===== src/rtl/tff_counter.sv =====
// Modulo up/down counter built from per-bit toggle flops, with load, enable and a wrap pulse.
// Latency: count updates one edge after en/load are sampled; tc is combinational; done is registered.
// No backpressure: the counter accepts en/load on every edge; clr overrides everything asynchronously.
//
// Ports:
//   clk      - rising-edge clock
//   clr      - asynchronous active-high reset (count = 0, done = 0)
//   en       - count enable
//   up       - direction, 1 = increment, 0 = decrement
//   load     - synchronous load strobe (beats en)
//   load_val - value to load, saturated to TERMINAL
//   count    - registered count, range 0..TERMINAL
//   tc       - high when the coming edge wraps the count
//   done     - one-cycle pulse in the cycle after a wrap edge
module tff_counter #(
    parameter int          WIDTH    = 6,
    parameter int unsigned TERMINAL = 31
) (
    input  logic             clk,
    input  logic             clr,
    input  logic             en,
    input  logic             up,
    input  logic             load,
    input  logic [WIDTH-1:0] load_val,
    output logic [WIDTH-1:0] count,
    output logic             tc,
    output logic             done
);

    localparam logic [WIDTH-1:0] TERM = TERMINAL[WIDTH-1:0];

    logic [WIDTH-1:0] next_count;
    logic [WIDTH-1:0] toggle;
    logic [WIDTH-1:0] load_sat;
    logic             at_top;
    logic             at_bottom;

    assign at_top    = (count == TERM);
    assign at_bottom = (count == '0);

    // Out-of-range load values clamp to the top of the count range.
    assign load_sat = (load_val > TERM) ? TERM : load_val;

    // A wrap is exactly an enabled, non-load edge sitting on the boundary
    // for the current direction, so tc doubles as the wrap event for done.
    assign tc = en & ~load & ((up & at_top) | (~up & at_bottom));

    always_comb begin
        next_count = count;
        if (load) begin
            next_count = load_sat;
        end else if (en) begin
            if (up) begin
                next_count = at_top ? '0 : count + WIDTH'(1);
            end else begin
                next_count = at_bottom ? TERM : count - WIDTH'(1);
            end
        end
    end

    // Each bit is a toggle cell: it flips only where the chosen next value
    // differs from the current one.
    assign toggle = count ^ next_count;

    for (genvar i = 0; i < WIDTH; i++) begin : g_tff
        always_ff @(posedge clk or posedge clr) begin
            if (clr) begin
                count[i] <= 1'b0;
            end else if (toggle[i]) begin
                count[i] <= ~count[i];
            end
        end
    end

    always_ff @(posedge clk or posedge clr) begin
        if (clr) begin
            done <= 1'b0;
        end else begin
            done <= tc;
        end
    end

endmodule


===== config.mk =====
export PLATFORM = sky130hd
export DESIGN_NAME = tff_counter
export DESIGN_NICKNAME = d
export VERILOG_FILES = /design/src/rtl/tff_counter.sv
export SDC_FILE = /design/constraint.sdc
export NUM_CORES = 1
export LEC_CHECK = 0
export CORE_MARGIN = 3
export CORE_UTILIZATION = 35
export DETAILED_ROUTE_END_ITERATION = 16
export GPL_TIMING_DRIVEN = 0
export MAX_ROUTING_LAYER = met4
export SLEW_MARGIN = 15
export SYNTH_ARGS = -nofsm -noshare
export SYNTH_HDL_FRONTEND = slang
export SYNTH_SLANG_ARGS = --single-unit

===== constraint.sdc =====
create_clock -name clk -period 2.53 [get_ports clk]
set_input_delay 0.3795 -clock clk [delete_from_list [all_inputs] [get_ports clk]]
set_output_delay 0.3795 -clock clk [all_outputs]
set_load 0.005 [all_outputs]

==> results of run 1 <==
-- cell families after synthesis --
group                    synth area share, %
flip-flops                              32.0
adder cells (fa/ha/maj)                 6.87
buffers and inverters                   6.18
AO/OA/AOI/OAI                           29.3
XOR/XNOR                                1.60
AND/OR/NAND/NOR                         24.0
-- worst max-delay path, delay by kind of cell, from the launching register on --
family	cells	cell delay, ns
simple gates	2	0.85
compound gates	1	0.17
fa+ha+maj	1	0.17
buf+inv	2	0.21
flops	1	0.39
-- layer usage --
layer  up-vias  part of all wire, %  track usage [%]
met2        22                   46             24.5
met1       270                   47             20.8
li1        296                    -                -
met3         2                  5.8             3.56
met5         -                    0                -
met4         0                 0.73             8.77
-- synthesized netlist by cell type, types with 2 or more instances --
cell type,n,area share (%)
a211oi_1,2,2.7
a31oi_1,2,2.3
clkbuf_1,2,1.4
dfrtp_1,7,32
ha_1,3,6.9
inv_1,7,4.8
nand2_1,4,2.7
nand3_1,3,2.7
nor2_1,7,4.8
nor3_1,3,2.7
o211a_1,2,3.7
o21ai_0,5,4.6
o221ai_1,2,3.2
-- power by group through the flow --
stage / sequential (mW) / combinational (mW) / clock (mW)
final: 0.136 / 0.112 / 0.108
after global routing: 0.139 / 0.126 / 0.119
after CTS: 0.136 / 0.113 / 0.112
after detailed placement: 0.142 / 0.102 / 0
after global placement: 0.142 / 0.103 / 0
after floorplan: 0.140 / 0.0546 / 0
-- placed cells by master (no fill, tap or decap), types with 2 or more instances in the layout --
cell type,instances
o221ai_1,2
clkbuf_1,3
o21ai_0,5
a31oi_1,2
buf_4,3
ha_1,3
nand2_1,4
nor2_1,7
o211a_1,2
nand3_1,3
clkdlybuf4s50_1,16
nor3_1,3
clkbuf_4,3
inv_1,7
a211oi_1,2
dfrtp_1,7
-- path summary, 6_finish.rpt --
| path | depth (start not counted) | end | start |
|---|---|---|---|
| min reg2reg | 2 | count[5]$_DFFE_PP0P_ | count[5]$_DFFE_PP0P_ |
| max in group asynchronous | 2 | done$_DFF_PP0_ | clr |
| min in group clk | 3 | count[0]$_DFFE_PP0P_ | en |
| max | 6 | tc | count[0]$_DFFE_PP0P_ |
| min | 2 | count[2]$_DFFE_PP0P_ | clr |
| max reg2reg | 6 | count[0]$_DFFE_PP0P_ | count[0]$_DFFE_PP0P_ |
-- final cells by class --
cell class              count  area, sq um  share of cell area [%]
multi-input cells          49          342                    43.6
repair buffers             20          188                    24.0
flip-flops and latches      7          175                    22.4
clock buffers               4         26.3                    3.35
inverters                   7         26.3                    3.35
well taps                  15         18.8                    2.40
plain buffers               2         7.51                   0.958
-- through the flow --
step                hold slack, ns  setup WS [ns]  utilization (%)
global placement             0.639         -0.166             53.2
CTS                          0.367        0.00884             56.4
global route                 0.388        0.00917             56.7
floorplan                    0.183          0.446                -
detailed placement           0.641         -0.189             53.2
finish                       0.358          0.114             56.7
-- state kept, by name, indices dropped and copies added (netlist names) --
name and cells:
done 1, count 6
-- timing repair --
| action | 4_1_cts | 5_1_grt |
|---|---|---|
| hold buffers | 0 | 0 |
| hold endpoints to repair | 0 | 0 |
| gates resized for setup | 3 | 2 |
| pin swaps | 0 | 1 |
| endpoints found under the setup margin | 1 | 1 |
| buffers inserted | 2 | 1 |
==> impl_metrics.tcl, run 1 <==
set metrics [dict create \
    fin_nets 104 \
    power_frac_seq_pct 38.2 \
    die_width_microns 45.5 \
    comb_power_share_pct 31.5 \
    synth-warning-count 0 \
    clkPwrFrac_pct 30.3 \
    drive_gt1_share_pct 14.6 \
    synth_edf_count 0 \
    wl_microns 1370 \
    synthFlopType "dfrtp_1" \
    seq_area_frac_synth_pct 32.0 \
    fin_setup_tns_ns 0 \
    leakagePower_nw 0.350 \
    hold_violations 0 \
    fillers 131 \
    synthToLayoutAreaGrowth_pct 43.2 \
    h-tree-depth 1 \
    place.gp.congestion 0.759 \
    hold_path_class "input pin to async pin" \
    overflow 0 \
    syn_nets 79 \
    numPortBuffers 17 \
    postSynthAreaPerCell_sq_um 8.41 \
    vias 590 \
    num_rows 13 \
    status "complete, no violations" \
    rsz0062_at_grt "no" \
    ff2ff_setup_slack_ns 0.60 \
    clockBufferDepth 2 \
    relSlewSlack_pct 73.3 \
    cp.required_ns 2.15 \
    start_util_pct 39.5 \
    critical_path_arrival_ns 2.04 \
    fin_crit_sh_pct 95.5 \
    place_area_sq_um 736 \
    wire_per_inst_microns 13.2 \
    cellPowerDensity_mw_per_mm2 456 \
    setup_viol 0 \
    drc 0 \
    clockRootBuffer "clkbuf_4" \
    setup.worst_path.end_class "output port" \
    antenna_found_initial 0 \
    ys_async_sr_fraction_pct 100 \
    ant_nets 0 \
    drt-vias-per-instance 5.67 \
    die_y_microns 45.5 \
    num_antenna_cells 0 \
    insertion_delay_ns 0.26 \
    place_inst 97 \
    path_cells "inv_1 -> ha_1 -> or4b_4 -> or3_4 -> a21boi_2 -> clkbuf_2" \
    syn_area_sq_um 547 \
    design_area_sq_um 783 \
    finClkSkew_ns 0.00394 \
    grt_first_pass_wirelength_microns 2340 \
    drv_cap 0 \
    path_clk_slew_ns 0.06 \
    ys_ff_latch 7 \
    cts_tree "built" \
    numCtsBuffers 3 \
    period_minus_slack_ns 2.42 \
    finalPower_mw 0.357 \
    syn_inst 65 \
    ys_types 29 \
    tightest_slew_ns 0.397 \
    first_pass_iters 4 \
    die_area_sq_mm 0.00207 \
    worst-setup-path-type "flop to output port" \
    core_area_sq_mm 0.00138 \
    ir_drop_uv 233 \
    crit_slowest_cell "or4b_4" \
    intPower_mw 0.244 \
    drv_slew 0 \
    cp-start-kind "flop" \
    grt_pass1_vias 533 \
    layout.cells.non_filler 104 \
    dp_hpwl_microns 981 \
    ios 19 \
    power.switching_mw 0.113 \
    crit_fanout 3 \
    grt_use_total_pct 16.6 \
    grt_max_degree 11 \
    slowest_delay_ns 0.48 \
    drtIter0Drc 16 \
    clock-sinks 7 \
    fmax_mhz 414 \
    netSwitchingFraction_pct 31.6 \
]
No activity file was read; power rests on OpenSTA's default activity.
==> inputs of run 2 (changes only) <==
- CORE_MARGIN: 3 -> unset
==> run 2 against run 1 <==
Via count is 2.5% higher. Clock skew is 0.0041 ns higher. Fmax is 0.18% higher. Clock power hardly changed. Critical path depth stayed put. Worst hold slack better by 0.0028 ns. Utilization is 0.45 points lower. Sequential share of layout area is 0.34 points higher. Critical path type unchanged. Largest power group unchanged.
==> impl_metrics.tcl, run 2 (synthesized netlist as in run 1, its figures left out) <==
set metrics [dict create \
    grt_first_pass_wirelength_microns 2340 \
    crit_slowest_cell "or4b_4" \
    tightest_slew_ns 0.422 \
    path_buf_inv 2 \
    synthToLayoutAreaGrowth_pct 42.1 \
    insertion_delay_ns 0.26 \
    layout_commonest_cell "clkdlybuf4s50_1" \
    place.gp.congestion 0.801 \
    path_cells "inv_1 -> ha_1 -> or4b_4 -> or3_4 -> a21boi_2 -> clkbuf_2" \
    core_area_sq_mm 0.00138 \
    regArea_sq_um 176 \
    num_rows 13 \
    period_minus_slack_ns 2.41 \
    cp.required_ns 2.15 \
    relSlewSlack_pct 71.9 \
    hold_violations 0 \
    drv_slew 0 \
    setup.worst_path.end_class "output port" \
    crit_fanout 3 \
    grt_use_total_pct 18.0 \
    critical-path-top-delay-family "simple AND/OR/NAND/NOR gates" \
    ir_drop_uv 226 \
    fmax_mhz 415 \
    setup_viol 0 \
    wl_microns 1390 \
    h-tree-depth 1 \
    die_y_microns 41.5 \
    wire_per_inst_microns 13.5 \
    fin_crit_sh_pct 95.3 \
    clock-sinks 7 \
    postLayoutSetupSlackWorst_ns 0.118 \
    cellPowerDensity_mw_per_mm2 464 \
    die_width_microns 41.5 \
    antenna_found_initial 0 \
    leakagePower_nw 0.344 \
    largest_reg_flops 6 \
    drc 0 \
    die_area_sq_mm 0.00172 \
    hold_path_class "input pin to async pin" \
    num_antenna_cells 0 \
    worst-setup-path-type "flop to output port" \
    drv_cap 0 \
    final_cell_mix "clkdlybuf4s50_1, inv_1, nor2_1, dfrtp_1, o21ai_0" \
    slowest_delay_ns 0.48 \
    overflow 0 \
    multi_input_area_sq_um 342 \
    fin_nets 103 \
    critical_path_arrival_ns 2.03 \
    vias 605 \
    fillers 132 \
    finClkSkew_ns 0.00802 \
    drive_gt1_share_pct 14.8 \
    grt_max_degree 11 \
    drt-vias-per-instance 5.87 \
    numPortBuffers 17 \
    numCtsBuffers 3 \
    drtIter0Drc 15 \
    ant_nets 0 \
    status "complete, no violations" \
    regMostFlops "count" \
    path_clk_slew_ns 0.06 \
    clockBufferDepth 2 \
    dp_hpwl_microns 997 \
    grt_pass1_vias 508 \
    rsz0062_at_grt "no" \
    clockRootBuffer "clkbuf_4" \
    largestRegisters "count: 6 flops, done: 1 flops" \
    cp-start-kind "flop" \
    start_util_pct 39.5 \
    cts_tree "built" \
    worst_hold_slack_ns 0.360 \
    ios 19 \
    dp_slack_ns -0.145 \
    first_pass_iters 4 \
]
[run 2: per-stage QoR]
step | cells | area (sq um) | setup TNS [ns] | power [mW] | utilization (%)
after floorplan | 65 | 547 | 0 | 0.194 | -
after CTS | 103 | 781 | 0 | 0.362 | 56.5
after global placement | 97 | 736 | -0.147 | 0.245 | 53.2
after global routing | 103 | 777 | 0 | 0.383 | 56.2
final | 103 | 777 | 0 | 0.360 | 56.2
after detailed placement | 97 | 736 | -0.145 | 0.244 | 53.2
[run 2: cell type report]
type,instances,area share (%)
Buffer,2,0.966
Clock buffer,4,3.38
Inverter,7,3.38
Multi-Input combinational cell,49,44.0
Sequential cell,7,22.7
Tap cell,15,2.42
Timing Repair Buffer,19,23.2
[run 2: timing repair]
item / 4_1_cts / 5_1_grt
endpoints found under the hold margin: 0 / 0
hold buffers: 0 / 0
pin swaps: 0 / 1
setup buffers: 2 / 0
gates resized for setup: 4 / 2
endpoints found under the setup margin: 1 / 1
[run 2: final timing paths]
path,start,end,slack (ns),depth (start not counted)
setup / recovery,count[0]$_DFFE_PP0P_,tc,0.12,6
hold / removal,clr,count[2]$_DFFE_PP0P_,0.36,2
setup reg to reg,count[0]$_DFFE_PP0P_,count[0]$_DFFE_PP0P_,0.57,6
hold reg to reg,count[5]$_DFFE_PP0P_,count[5]$_DFFE_PP0P_,0.67,2
max in group asynchronous,clr,count[0]$_DFFE_PP0P_,1.91,2
min in group clk,en,count[0]$_DFFE_PP0P_,0.61,3
[run 2: report_power, final]
part | internal [mW] | leakage (nW) | switching (mW)
sequential | 0.122 | 0.0823 | 0.0152
clock | 0.0608 | 0.0150 | 0.0499
combinational | 0.0616 | 0.246 | 0.0505
total | 0.245 | 0.344 | 0.116
[run 2: routing by layer]
layer	share of wire, %	routed length (microns)	vias up	global-route usage (%)
met5	0	0	-	-
met4	0.86	12	0	5.81
met3	5.7	79	4	3.91
met2	46	642	20	25.9
met1	47	655	286	25.1
li1	-	-	295	-
[run 2: worst register-to-register path, cell delays in order (launching register included)]
cell and delay [ns]:
dfrtp_2 0.41, inv_1 0.08, ha_1 0.16, or4b_4 0.48
or3_4 0.37, o211a_1 0.15, o31ai_2 0.22
==> inputs of run 3 (changes only) <==
==> constraint.sdc (replaced) <==
create_clock -name clk -period 2.53 [get_ports clk]
set_input_delay 0.3795 -clock clk [delete_from_list [all_inputs] [get_ports clk]]
set_output_delay 0.3795 -clock clk [all_outputs]
set_load 0.02 [all_outputs]
==> run 3 against run 2 <==
Combinational power increased by 20%. Non-clock buffer count rose by 3. Routed wire length grew 4.4%. Power is 7.1% higher. Critical path depth is the same. Sequential share of layout area shrank 1.0 points. First-iteration DRC count fell by 40%. Worst hold slack worse by 0.0042 ns. Die area is the same. Largest cell class unchanged.
==> impl_metrics.tcl, run 3 (synthesized netlist as in run 1, its figures left out) <==
set metrics [dict create \
    cellPowerDensity_mw_per_mm2 471 \
    fmax_mhz 403 \
    relSlewSlack_pct 72.0 \
    fin_nets 106 \
    antenna_found_initial 0 \
    slowest_delay_ns 0.45 \
    regMostFlops "count" \
    fin_setup_tns_ns 0 \
    wire_per_inst_microns 13.7 \
    drt-vias-per-instance 5.77 \
    leakagePower_nw 0.354 \
    core_area_sq_mm 0.00138 \
    wl_microns 1450 \
    drv_slew 0 \
    setup.worst_path.end_class "output port" \
    place.gp.congestion 0.801 \
    fin_crit_sh_pct 98.0 \
    synthToLayoutAreaGrowth_pct 49.9 \
    largest_reg_flops 6 \
    final_cell_mix "clkdlybuf4s50_1, nor2_1" \
    dp_hpwl_microns 997 \
    die_width_microns 41.5 \
    cts_tree "built" \
    grt_first_pass_wirelength_microns 2340 \
    ff2ff_setup_slack_ns 0.54 \
    die_area_sq_mm 0.00172 \
    period_minus_slack_ns 2.48 \
    start_util_pct 39.5 \
    grt_use_total_pct 17.9 \
    reg2reg_to "count[0]$_DFFE_PP0P_" \
    cp.required_ns 2.15 \
    overflow 0 \
    layout_commonest_cell "clkdlybuf4s50_1" \
    clockRootBuffer "clkbuf_4" \
    grt_max_degree 11 \
    grt_pass1_vias 495 \
    insertion_delay_ns 0.26 \
    ant_nets 0 \
    worst-setup-path-type "flop to output port" \
    num_antenna_cells 0 \
    crit_fanout 6 \
    dp_slack_ns -0.248 \
    drv_cap 0 \
    postLayoutSetupSlackWorst_ns 0.0515 \
    largestRegisters "count: 6 flops, done: 1 flops" \
    path_cells "inv_2 -> ha_4 -> or4b_4 -> or3_4 -> a21boi_2 -> buf_6" \
    ios 19 \
    drtIter0Drc 9 \
    hold_path_class "input pin to async pin" \
    num_rows 13 \
    finClkSkew_ns 0.00699 \
    die_y_microns 41.5 \
    numCtsBuffers 3 \
    h-tree-depth 1 \
    clockBufferDepth 2 \
    path_clk_slew_ns 0.06 \
    rsz0062_at_grt "yes" \
    ir_drop_uv 228 \
    r2r_cells 6 \
    first_pass_iters 4 \
    drc 0 \
    critical_path_arrival_ns 2.10 \
    hold_violations 0 \
    r2r-start "count[0]$_DFFE_PP0P_" \
    place_area_sq_um 736 \
    critPathCapture "tc" \
    tightest_slew_ns 0.420 \
    clock-sinks 7 \
    status "complete, no violations" \
    drive_gt1_share_pct 22.0 \
    numPortBuffers 17 \
    crit_slowest_cell "or4b_4" \
    setup_viol 0 \
    vias 612 \
    design_area_sq_um 820 \
    startpoint "count[0]$_DFFE_PP0P_" \
    cts-hold-fix-buffers 0 \
    cp-start-kind "flop" \
]
==> run 3: repair_timing <==
item,4_1_cts,5_1_grt
endpoints found under the setup margin,1,1
pin swaps,0,3
resized for setup,8,7
setup buffers,0,5
==> run 3: area by class of cell <==
cell class                 count  area, sq um
buffer                         2         7.51
multi-input combinational     49          354
fill                         124          563
clock buffer                   4         26.3
sequential                     7          178
timing repair buffer          22          209
tap                           15         18.8
inverter                       7         26.3
==> run 3: worst min path at each step <==
stage | from | end | slack [ns] | cells past startpoint
after floorplan | clr | count[0]$_DFFE_PP0P_ | 0.18 | 1
after global placement | clr | count[0]$_DFFE_PP0P_ | 0.64 | 2
final | clr | count[2]$_DFFE_PP0P_ | 0.36 | 2
after detailed placement | clr | count[0]$_DFFE_PP0P_ | 0.65 | 2
after CTS | clr | count[2]$_DFFE_PP0P_ | 0.36 | 2
after global routing | clr | count[5]$_DFFE_PP0P_ | 0.40 | 2
==> run 3: where the power goes <==
group	total [mW]	switching, mW	internal (mW)
registers	0.141	0.0184	0.123
clock network	0.111	0.0498	0.0607
logic	0.134	0.0642	0.0700
==> run 3: layer usage <==
| metal | routed length (microns) | GRT usage [%] |
|---|---|---|
| met5 | 0 | - |
| met4 | 6 | 5.81 |
| met3 | 75 | 4.35 |
| met2 | 676 | 23.8 |
| met1 | 692 | 26.4 |
==> run 3: worst max-delay path: cells and delay by family (launching register included) <==
kind	cells	cell delay, ns
buffers and inverters	2	0.23
adder cells (fa/ha/maj)	1	0.12
flip-flops	1	0.44
AO/OA/AOI/OAI	1	0.18
AND/OR/NAND/NOR	2	0.87
==> run 3: stage by stage <==
stage          std cells  util (%)  hold slack, ns  total power, mW
3_5_place_dp          97      53.2           0.646            0.257
2_1_floorplan         65         -           0.183            0.206
3_3_place_gp          97      53.2           0.640            0.257
4_1_cts              101      55.0           0.364            0.368
5_1_grt              106      59.3           0.405            0.408
6_report             106      59.3           0.356            0.386
